### src/rtl/muldiv_sequencer_pkg.sv
// Shared definitions for the EXE-stage multiply/divide sequencer.
package muldiv_sequencer_pkg;

    typedef enum logic [2:0] {
        SEQ_IDLE     = 3'd0,
        SEQ_MUL      = 3'd1,
        SEQ_DIV_INIT = 3'd2,
        SEQ_DIV_RUN  = 3'd3,
        SEQ_DONE     = 3'd4
    } seq_state_e;

    localparam logic [1:0]  MUL_STATE_IDLE = 2'd0;

    localparam int unsigned DEF_MUL_STAGES = 3;
    localparam int unsigned DEF_DIV_STEPS  = 32;
    localparam int unsigned DEF_CNT_W      = 6;

endpackage

### src/rtl/muldiv_sequencer.sv
// Sequences the multi-cycle multiply/divide paths of the EXE-stage ALU and
// stalls the front of the pipe until the result is valid.
module muldiv_sequencer
    import muldiv_sequencer_pkg::*;
#(
    parameter int unsigned MUL_STAGES = DEF_MUL_STAGES,
    parameter int unsigned DIV_STEPS  = DEF_DIV_STEPS,
    parameter int unsigned CNT_W      = DEF_CNT_W
) (
    input  logic       clk,
    input  logic       reset,
    input  logic       op_valid_i,
    input  logic       op_is_div_i,
    input  logic       flush_i,
    input  logic       freeze_i,
    output logic [1:0] mul_state_o,
    output logic       d_init_o,
    output logic       d_advance_o,
    output logic       div_last_o,
    output logic       stall_o,
    output logic       done_o,
    output logic       busy_o
);

    // Truncation is intentional: with DIV_STEPS == 2**CNT_W the counter wraps
    // to zero exactly on the final step, so the compare still fires there.
    localparam logic [CNT_W-1:0] MUL_LAST = CNT_W'(MUL_STAGES);
    localparam logic [CNT_W-1:0] DIV_LAST = CNT_W'(DIV_STEPS);

    seq_state_e       state_q, state_d;
    logic [CNT_W-1:0] cnt_q,   cnt_d;

    // State and step counter register with synchronous reset.
    always_ff @(posedge clk) begin
        if (reset) begin
            state_q <= SEQ_IDLE;
            cnt_q   <= '0;
        end else begin
            state_q <= state_d;
            cnt_q   <= cnt_d;
        end
    end

    // Next-state and output decode; freeze holds state and suppresses strobes.
    always_comb begin
        state_d     = state_q;
        cnt_d       = cnt_q;
        mul_state_o = MUL_STATE_IDLE;
        d_init_o    = 1'b0;
        d_advance_o = 1'b0;
        div_last_o  = 1'b0;
        stall_o     = 1'b0;
        done_o      = 1'b0;

        if (reset) begin
            state_d = SEQ_IDLE;
            cnt_d   = '0;
        end else if (flush_i) begin
            state_d = SEQ_IDLE;
            cnt_d   = '0;
        end else begin
            unique case (state_q)
                SEQ_IDLE: begin
                    if (op_valid_i && !freeze_i) begin
                        stall_o = 1'b1;
                        if (op_is_div_i) begin
                            // Start cycle doubles as the divider init cycle.
                            d_init_o = 1'b1;
                            state_d  = SEQ_DIV_RUN;
                            cnt_d    = CNT_W'(1);
                        end else begin
                            mul_state_o = 2'd1;
                            if (MUL_STAGES == 1) begin
                                state_d = SEQ_DONE;
                                cnt_d   = '0;
                            end else begin
                                state_d = SEQ_MUL;
                                cnt_d   = CNT_W'(2);
                            end
                        end
                    end
                end
                SEQ_MUL: begin
                    mul_state_o = cnt_q[1:0];
                    stall_o     = 1'b1;
                    if (!freeze_i) begin
                        if (cnt_q == MUL_LAST) begin
                            state_d = SEQ_DONE;
                            cnt_d   = '0;
                        end else begin
                            cnt_d = cnt_q + CNT_W'(1);
                        end
                    end
                end
                SEQ_DIV_INIT: begin
                    stall_o = 1'b1;
                    if (!freeze_i) begin
                        d_init_o = 1'b1;
                        state_d  = SEQ_DIV_RUN;
                        cnt_d    = CNT_W'(1);
                    end
                end
                SEQ_DIV_RUN: begin
                    stall_o = 1'b1;
                    if (!freeze_i) begin
                        d_advance_o = 1'b1;
                        div_last_o  = (cnt_q == DIV_LAST);
                        if (cnt_q == DIV_LAST) begin
                            state_d = SEQ_DONE;
                            cnt_d   = '0;
                        end else begin
                            cnt_d = cnt_q + CNT_W'(1);
                        end
                    end
                end
                SEQ_DONE: begin
                    done_o = 1'b1;
                    if (!freeze_i) begin
                        state_d = SEQ_IDLE;
                    end
                end
                default: begin
                    state_d = SEQ_IDLE;
                    cnt_d   = '0;
                end
            endcase
        end
    end

    assign busy_o = (state_q != SEQ_IDLE);

endmodule

### config.mk
export PLATFORM = sky130hd
export DESIGN_NAME = muldiv_sequencer
export DESIGN_NICKNAME = d
export VERILOG_FILES = /design/src/rtl/muldiv_sequencer_pkg.sv /design/src/rtl/muldiv_sequencer.sv
export SDC_FILE = /design/constraint.sdc
export NUM_CORES = 1
export LEC_CHECK = 0
export ABC_AREA = 0
export ABC_CLOCK_PERIOD_IN_PS = 4150
export CORE_AREA = 2 2 39 41
export CTS_BUF_LIST = sky130_fd_sc_hd__clkbuf_4 sky130_fd_sc_hd__clkbuf_8
export CTS_CLUSTER_SIZE = 24
export DETAILED_ROUTE_END_ITERATION = 10
export DIE_AREA = 0 0 41 43
export PLACE_DENSITY_LB_ADDON = 0.08
export SLEW_MARGIN = 20
export SYNTH_ARGS = -nofsm -noshare
export SYNTH_HDL_FRONTEND = slang
export SYNTH_SLANG_ARGS = --single-unit
### constraint.sdc
create_clock -name clk -period 4.15 [get_ports clk]
set_clock_uncertainty 0.05 [all_clocks]
set_input_delay 0.83 -clock clk [delete_from_list [all_inputs] [get_ports clk]]
set_output_delay 0.83 -clock clk [all_outputs]
set_load 0.03 [all_outputs]
[Word level (Yosys, flattened, before mapping)]
Cells that the tools add are included.
Cells by class
  equality and inequality tests: 13
  bitwise gates (word level): 1
  multiplexer cells: 42
  reduce and logical (&&, ||, !) cells: 8
  add/sub/neg operators: 1
Operators by type and width (number)
  6-bit 2-to-1 mux: 6
  6-bit case mux with 5 select lines: 1
  3-bit 2-to-1 mux: 7
  1-bit 2-to-1 mux: 20
  3-bit case mux with 5 select lines: 1
  2-bit != test, second input constant: 7
  2-bit 2-to-1 mux: 4
  7-bit AND reduction: 1
  6-bit by 1-bit adder with 6-bit output, second input constant: 1
  3-bit by 2-bit equality test with 1-bit output, second input constant: 2
  6-bit by 2-bit equality test with 1-bit output, second input constant: 1
  6-bit equality test, second input constant: 1
  5-bit AND reduction: 1
  1-bit case mux with 2 select lines: 2
  2-bit case mux with 2 select lines: 1
  3-bit by 1-bit equality test with 1-bit output, second input constant: 1
  3-bit equality test, second input constant: 1
  3-bit logical NOT: 1
  3-bit nonzero test: 1
  3-bit OR reduction: 1
  2-bit OR reduction: 1
  1-bit logical AND: 1
  1-bit logical NOT: 1
  1-bit inverter: 1
Storage, ports and cells
  input bits: 6
  flip-flop bits (word level): 9
  logic and storage cells: 67
  output and inout bits: 8

[Longest topological paths before layout]
Gate-level depths: netlist of the first run.
  word-level depth: 6
  depth in mapped cells: 6

[Worst setup path before layout of the first run]
OpenSTA, ideal clock, no wires.
  path type: input-to-output
  start: input port reset
  end: output port mul_state_o[0]
  slack: 1340 ps
  path buffers: 0
  cell stages on the path: 2
  data required time: 3270 ps
  arrival: 1930 ps
  cells stage by stage: or3_1 > nor3_1
On the way
  word-level cells in the longest chain between the ends: 1
Ends and longest elaborated chain
  start: declaration: line muldiv_sequencer.sv:11  | input logic reset,
  2-bit 2-to-1 mux: line muldiv_sequencer.sv:55  | if (reset) begin
  end: declaration: line muldiv_sequencer.sv:16  | output logic [1:0] mul_state_o,
No other way between the ends.

[Worst setup path in the final report of the first run]
  start: input port freeze_i
  end: output port div_last_o
On the way
  word-level cells in the longest chain between the ends: 4
Ends and longest elaborated chain
  start: declaration: line muldiv_sequencer.sv:15  | input logic freeze_i,
  1-bit 2-to-1 mux: line muldiv_sequencer.sv:105  | if (!freeze_i) begin
  1-bit 2-to-1 mux: line muldiv_sequencer.sv:62  | unique case (state_q)
  1-bit 2-to-1 mux: line muldiv_sequencer.sv:58  | end else if (flush_i) begin
  1-bit 2-to-1 mux: line muldiv_sequencer.sv:55
  end: declaration: line muldiv_sequencer.sv:19  | output logic div_last_o,
No other way between the ends.

==> results of run 1 <==
-- per-stage QoR --
stage,util,setup WS (ps),hold slack (ps)
after floorplan,-,1340,436
after global placement,0.542,637,463
after detailed placement,0.542,636,471
after CTS,0.563,632,480
after global routing,0.563,509,508
final,0.563,618,474
-- cells in the mapped netlist (all sizes together) --
cell type / instances
a211oi: 3
a21o: 1
a21oi: 8
a22oi: 2
a31oi: 1
and3: 2
and4: 3
buf: 3
clkbuf: 1
dfxtp: 9
ha: 2
inv: 3
nand2: 6
nand2b: 2
nand3: 3
nand4b: 1
nor2: 9
nor2b: 1
nor3: 4
nor3b: 2
nor4b: 1
o2111ai: 1
o21ai: 4
o31a: 1
or2: 1
or3: 4
xnor2: 3
-- how the worst max path moves through the flow --
stage	from	end	slack [ps]	depth (start not counted)
floorplan	reset	mul_state_o[0]	1340	2
global placement	freeze_i	div_last_o	640	5
detailed placement	freeze_i	div_last_o	640	5
CTS	freeze_i	div_last_o	630	5
global route	freeze_i	div_last_o	510	5
finish	freeze_i	div_last_o	620	5
-- layout make-up --
cell class              instances  area (µm²)
clock buffers                   4        30.0
inverters                       3        11.3
fillers                       147         604
repair buffers                 13         130
well taps                      16        20.0
flip-flops and latches          9         180
multi-input cells              65         408
-- state kept, by name (all words and copies together) (netlist names) --
signal,count
cnt_q,6
state_q,3
-- tightest hold or removal path, cell delays in order, from the launching register on --
cell     delay (ps)
dfxtp_1         340
o21ai_0          80
a21oi_1          60
-- power groups by stage --
stage	Combinational (mW)	Sequential [mW]	Clock [mW]
global route	0.0305	0.0911	0.0815
finish	0.0276	0.0908	0.0735
global placement	0.0276	0.0928	0
detailed placement	0.0277	0.0928	0
floorplan	0.0175	0.0907	0
CTS	0.0278	0.0908	0.0767
-- layer usage --
layer / part of all wire / routed length (µm) / GRT usage
met1: 0.43 / 611 / 0.270
met4: 0.0099 / 14 / 0.0800
met3: 0.064 / 91 / 0.0471
met5: 0 / 0 / 0
met2: 0.49 / 693 / 0.291
-- kinds of logic after synthesis --
group / Yosys count
simple gates: 39
compound gates: 21
flops: 9
buf+inv: 7
xor+xnor: 3
fa+ha+maj: 2
==> flow_summary.ini, run 1 <==
[status]
status = finished, final reports clean

[critical_path]
end_kind = output pin
slowest_stage = clkdlybuf4s50_1
crit_family = buffers and inverters
startpoint_type = input pin
path_class = input pin to output pin
reg2reg_from = cnt_q[0]
cp.required_ps = 3270
reg2reg_depth = 6
rrSetupSlack_ps = 2440
cp_slowest_stage_delay_ps = 670
path_max_fanout = 7
rr_endpoint = cnt_q[5]
crit_chain = clkdlybuf4s50_1 -> nor2_1 -> and4_1 -> and4_1 -> clkdlybuf4s50_1
path_buf_inv = 2
cp.arrival_ps = 2650

[finish]
finalInstanceArea_um2 = 779
area_delta_synth_final_pct = 25.6
fin_cells = 110
diodes = 0
layout_common_cells = clkdlybuf4s50_1 (13), dfxtp_1 (9), nor2_1 (8), a21oi_1 (8), nand2_1 (6)
layout.nets = 103
layout_commonest_cell = clkdlybuf4s50_1
drive_above_1_share = 0.0745

[floorplanning]
die_h_um = 43
dieArea_um2 = 1760
die-width_um = 41
coreArea_um2 = 1380
initial_utilization = 0.448
ios = 14
rows = 14

[clock_tree]
path_clk_slew_ps = 60
post_cts_buffers = 0
postCtsResizedCells = 0
cts-root-buf = clkbuf_4
htreeDepth = 1
clk_path_buf_depth = 2
hold_buffers = 0
cts_buffers = 3
cts.sinks = 9
clk_latency_ps = 250
cts_tree = yes

[timing]
tns_ps = 0
setup_violations = 0
finalHoldViolCount = 0
fin_crit_sh = 0.851
worst_pin_slew_ps = 447
fin_crit_ps = 3530
max_freq_mhz = 283
grt_setup_unrepaired = false
slew-limit-headroom = 0.702
drv_slew = 0

[place]
port-buffer-count = 13
hpwlAfterDp_um = 1100
postPlaceCellArea_um2 = 749
place_congestion = 0.758
post-place-cells = 106

[detailed_routing]
wl_per_cell_um = 12.8
first_iter_violations = 11
drc_errors = 0
avgViaCountPerCell = 5.60
routed_wl_um = 1410
dr.pass1.iters = 4
ant_nets = 0
dr_total_vias = 616

[run]
maxCapViolations = 0

[pwr]
ir_drop_mv = 0.195
pwr_density_cell_nw_per_um2 = 246
report.power.total_mw = 0.192
p_leak_nw = 0.263
combPwrFrac = 0.144
sw_frac_of_total = 0.251
pwr-share-seq = 0.473
cell_internal_pwr_mw = 0.144
switchingPower_mw = 0.0481
power_frac_clock = 0.383

[min_path]
holdPathStages = 2
hp-class = register to register
hold-path-endpoint = cnt_q[5]
worstHoldStart = cnt_q[5]

[yosys]
synth_top_area_frac = 0.290
synth.largest_area_cell = dfxtp_1
syn-num-nets = 89
synth_cells = 81
yosys.area_share.xor_xnor = 0.0423
synth-simple-area-share = 0.367
synth-seq-cells = 9
avgSynthCellArea_um2 = 7.66
synth-compound-area-share = 0.208
muxShareOfSynthArea = 0
synth_top_family_by_area = simple AND/OR/NAND/NOR gates
seq_area_frac_synth = 0.290
synth_fa_ha_area_frac = 0.0403
ys_types = 31
netlist_area_um2 = 621
yosysWarnings = 0
synthTopCellsByArea = dfxtp_1 (29%), a21oi_1 (6.5%), nor2_1 (4.8%)

[grt]
grt_pass1_vias = 556
grt_use_total = 0.199
grt_pass1_wl_um = 2410
globalRouteOverflowTotal = 0
grt_antenna_before_repair = 0
grt_max_degree = 16
No activity file was read; power rests on OpenSTA's default activity.
==> run 2: changes to the inputs <==
--- a/config.mk
+++ b/config.mk
@@ -12,6 +12,7 @@
 export CTS_CLUSTER_SIZE = 24
 export DETAILED_ROUTE_END_ITERATION = 10
 export DIE_AREA = 0 0 41 43
+export MAX_ROUTING_LAYER = met4
 export PLACE_DENSITY_LB_ADDON = 0.08
 export SLEW_MARGIN = 20
 export SYNTH_ARGS = -nofsm -noshare
==> results of run 2 <==
No change in the layout: final DEF, timing and power equal those of run 1.
Main changes from that run: final weighted congestion in routability-driven placement 0.758 -> 0.768; overall routing resource usage 0.199 -> 0.204
==> run 3: changes to the inputs <==
--- a/config.mk
+++ b/config.mk
@@ -7,11 +7,14 @@
 export LEC_CHECK = 0
 export ABC_AREA = 0
 export ABC_CLOCK_PERIOD_IN_PS = 4150
-export CORE_AREA = 2 2 39 41
+export CELL_PAD_IN_SITES_DETAIL_PLACEMENT = 1
+export CELL_PAD_IN_SITES_GLOBAL_PLACEMENT = 2
+export CORE_MARGIN = 1
+export CORE_UTILIZATION = 30
 export CTS_BUF_LIST = sky130_fd_sc_hd__clkbuf_4 sky130_fd_sc_hd__clkbuf_8
+export CTS_CLUSTER_DIAMETER = 60
 export CTS_CLUSTER_SIZE = 24
 export DETAILED_ROUTE_END_ITERATION = 10
-export DIE_AREA = 0 0 41 43
 export MAX_ROUTING_LAYER = met4
 export PLACE_DENSITY_LB_ADDON = 0.08
 export SLEW_MARGIN = 20
==> run 3 against run 2 <==
Combinational power rose by 4%. Final cell count rose by 10%. First-iteration DRC count fell by 45%. Critical path depth did not move. Sequential power barely moved. Die area rose by 28%. Design area rose by 1.8%. Sequential cell count did not move. Global-route usage fell by 2.2 points. Power rose by 2.8%. Sequential share of layout area fell by 0.40 points. Register-to-register slack got worse by 70 ps. Largest cell class unchanged. Highest routed layer unchanged.
==> flow_summary.ini, run 3 (synthesis gave the netlist of run 1 again) <==
[timing]
max_freq_mhz = 284
grt_setup_unrepaired = false
finalHoldViolCount = 0
fin_crit_ps = 3520
worst_pin_slew_ps = 449
drv_slew = 0
setup_violations = 0
slew-limit-headroom = 0.701
tns_ps = 0
fin_crit_sh = 0.849

[min_path]
worstHoldStart = cnt_q[5]
hold-path-endpoint = cnt_q[5]
hp-class = register to register
holdPathStages = 2

[finish]
largest-register = cnt_q
top_regs = cnt_q: 6 flops, state_q: 3 flops
regArea_um2 = 180
layout_common_cells = clkdlybuf4s50_1 (13), dfxtp_1 (9), nor2_1 (8), a21oi_1 (8), nand2_1 (6)
area_delta_synth_final_pct = 27.8
layout_commonest_cell = clkdlybuf4s50_1
layout.nets = 103
multi_input_area_um2 = 408
diodes = 0
n_fill_cell = 262
drive_above_1_share = 0.0745
largest_reg_flops = 6
fin_cells = 121

[grt]
grt_antenna_before_repair = 0
grt_pass1_wl_um = 2730
grt_pass1_vias = 619
grt_max_degree = 16
grt_use_total = 0.182
globalRouteOverflowTotal = 0

[pwr]
sw_frac_of_total = 0.270
switchingPower_mw = 0.0533
p_leak_nw = 0.263
ir_drop_mv = 0.106
pwr-share-seq = 0.461
power_frac_clock = 0.394
combPwrFrac = 0.146
cell_internal_pwr_mw = 0.144
pwr_density_cell_nw_per_um2 = 249

[critical_path]
reg2reg_from = cnt_q[0]
startpoint_type = input pin
cpMostUsedCell = clkdlybuf4s50_1
crit_chain = clkdlybuf4s50_1 -> nand2b_1 -> o31a_1 -> nor3_1 -> clkdlybuf4s50_1
end_kind = output pin
cp_slowest_stage_delay_ps = 690
rr_endpoint = cnt_q[5]
crit_family = buffers and inverters
slowest_stage = clkdlybuf4s50_1
cp.arrival_ps = 2640
path_buf_inv = 2
reg2reg_depth = 6
rrSetupSlack_ps = 2370
path_class = input pin to output pin
path_max_fanout = 7
cp.required_ps = 3270

[clock_tree]
clk_latency_ps = 260
cts_tree = yes
cts-root-buf = clkbuf_4
post_cts_buffers = 0
cts_buffers = 3
postCtsResizedCells = 0
hold_buffers = 0
htreeDepth = 1
clk_path_buf_depth = 2
path_clk_slew_ps = 70
cts.sinks = 9

[floorplanning]
ios = 14
coreArea_um2 = 1960
die-width_um = 47.5
die_h_um = 47.5
dieArea_um2 = 2250
rows = 16
initial_utilization = 0.316

[status]
status = finished, final reports clean

[detailed_routing]
dr_total_vias = 646
drc_errors = 0
avgViaCountPerCell = 5.34
first_iter_violations = 6
dr.pass1.iters = 4
wl_per_cell_um = 14.3
routed_wl_um = 1730
ant_nets = 0

[place]
port-buffer-count = 13
place_congestion = 0.730
post-place-cells = 117
hpwlAfterDp_um = 1380

[run]
maxCapViolations = 0
-- run 3: cell counts in the layout (fill, tap and decap cells not counted) --
No cell type changed its count.
-- run 3: power by group through the flow --
stage               Clock, mW  Sequential (mW)  Combinational (mW)
floorplan                   0           0.0907              0.0175
global placement            0           0.0930              0.0286
detailed placement          0           0.0930              0.0290
CTS                    0.0822           0.0909              0.0290
global route           0.0843           0.0912              0.0316
finish                 0.0776           0.0908              0.0287
-- run 3: how the worst max path moves through the flow --
stage                         from        endpoint  slack [ps]  cells past startpoint
after detailed placement  freeze_i  mul_state_o[0]         630                      5
final                     freeze_i  mul_state_o[0]         630                      5
after global routing      freeze_i      div_last_o         550                      5
after CTS                 freeze_i  mul_state_o[0]         630                      5
after global placement    freeze_i  mul_state_o[0]         650                      5
after floorplan              reset  mul_state_o[0]        1340                      2
-- run 3: per-layer routing --
metal | vias to the layer above | global-route usage | share of wire
met4 | 0 | 0.103 | 0.012
met5 | - | - | 0
met3 | 2 | 0.0226 | 0.036
met2 | 12 | 0.290 | 0.52
li1 | 323 | - | -
met1 | 309 | 0.220 | 0.43
-- run 3: final cells by class --
cell class	count	share of cell area
Clock buffer	4	0.0379
Inverter	3	0.0142
Multi-Input combinational cell	65	0.514
Timing Repair Buffer	13	0.164
Tap cell	27	0.0426
Sequential cell	9	0.227
-- run 3: per-stage QoR --
step	power, mW	setup WS [ps]	hold WS, ps	instance area, µm²	util
3_3_place_gp	0.122	654	476	763	0.389
2_1_floorplan	0.108	1340	436	621	-
6_report	0.197	625	483	793	0.404
3_5_place_dp	0.122	628	486	763	0.389
4_1_cts	0.202	630	496	793	0.404
5_1_grt	0.207	554	512	793	0.404
-- run 3: worst reg2reg max path, stage by stage (launching register included) --
cell and delay (ps):
dfxtp_1 480, inv_1 90, ha_1 220, and3_1 200, o21ai_1 320, a22oi_1 220
a21oi_1 150
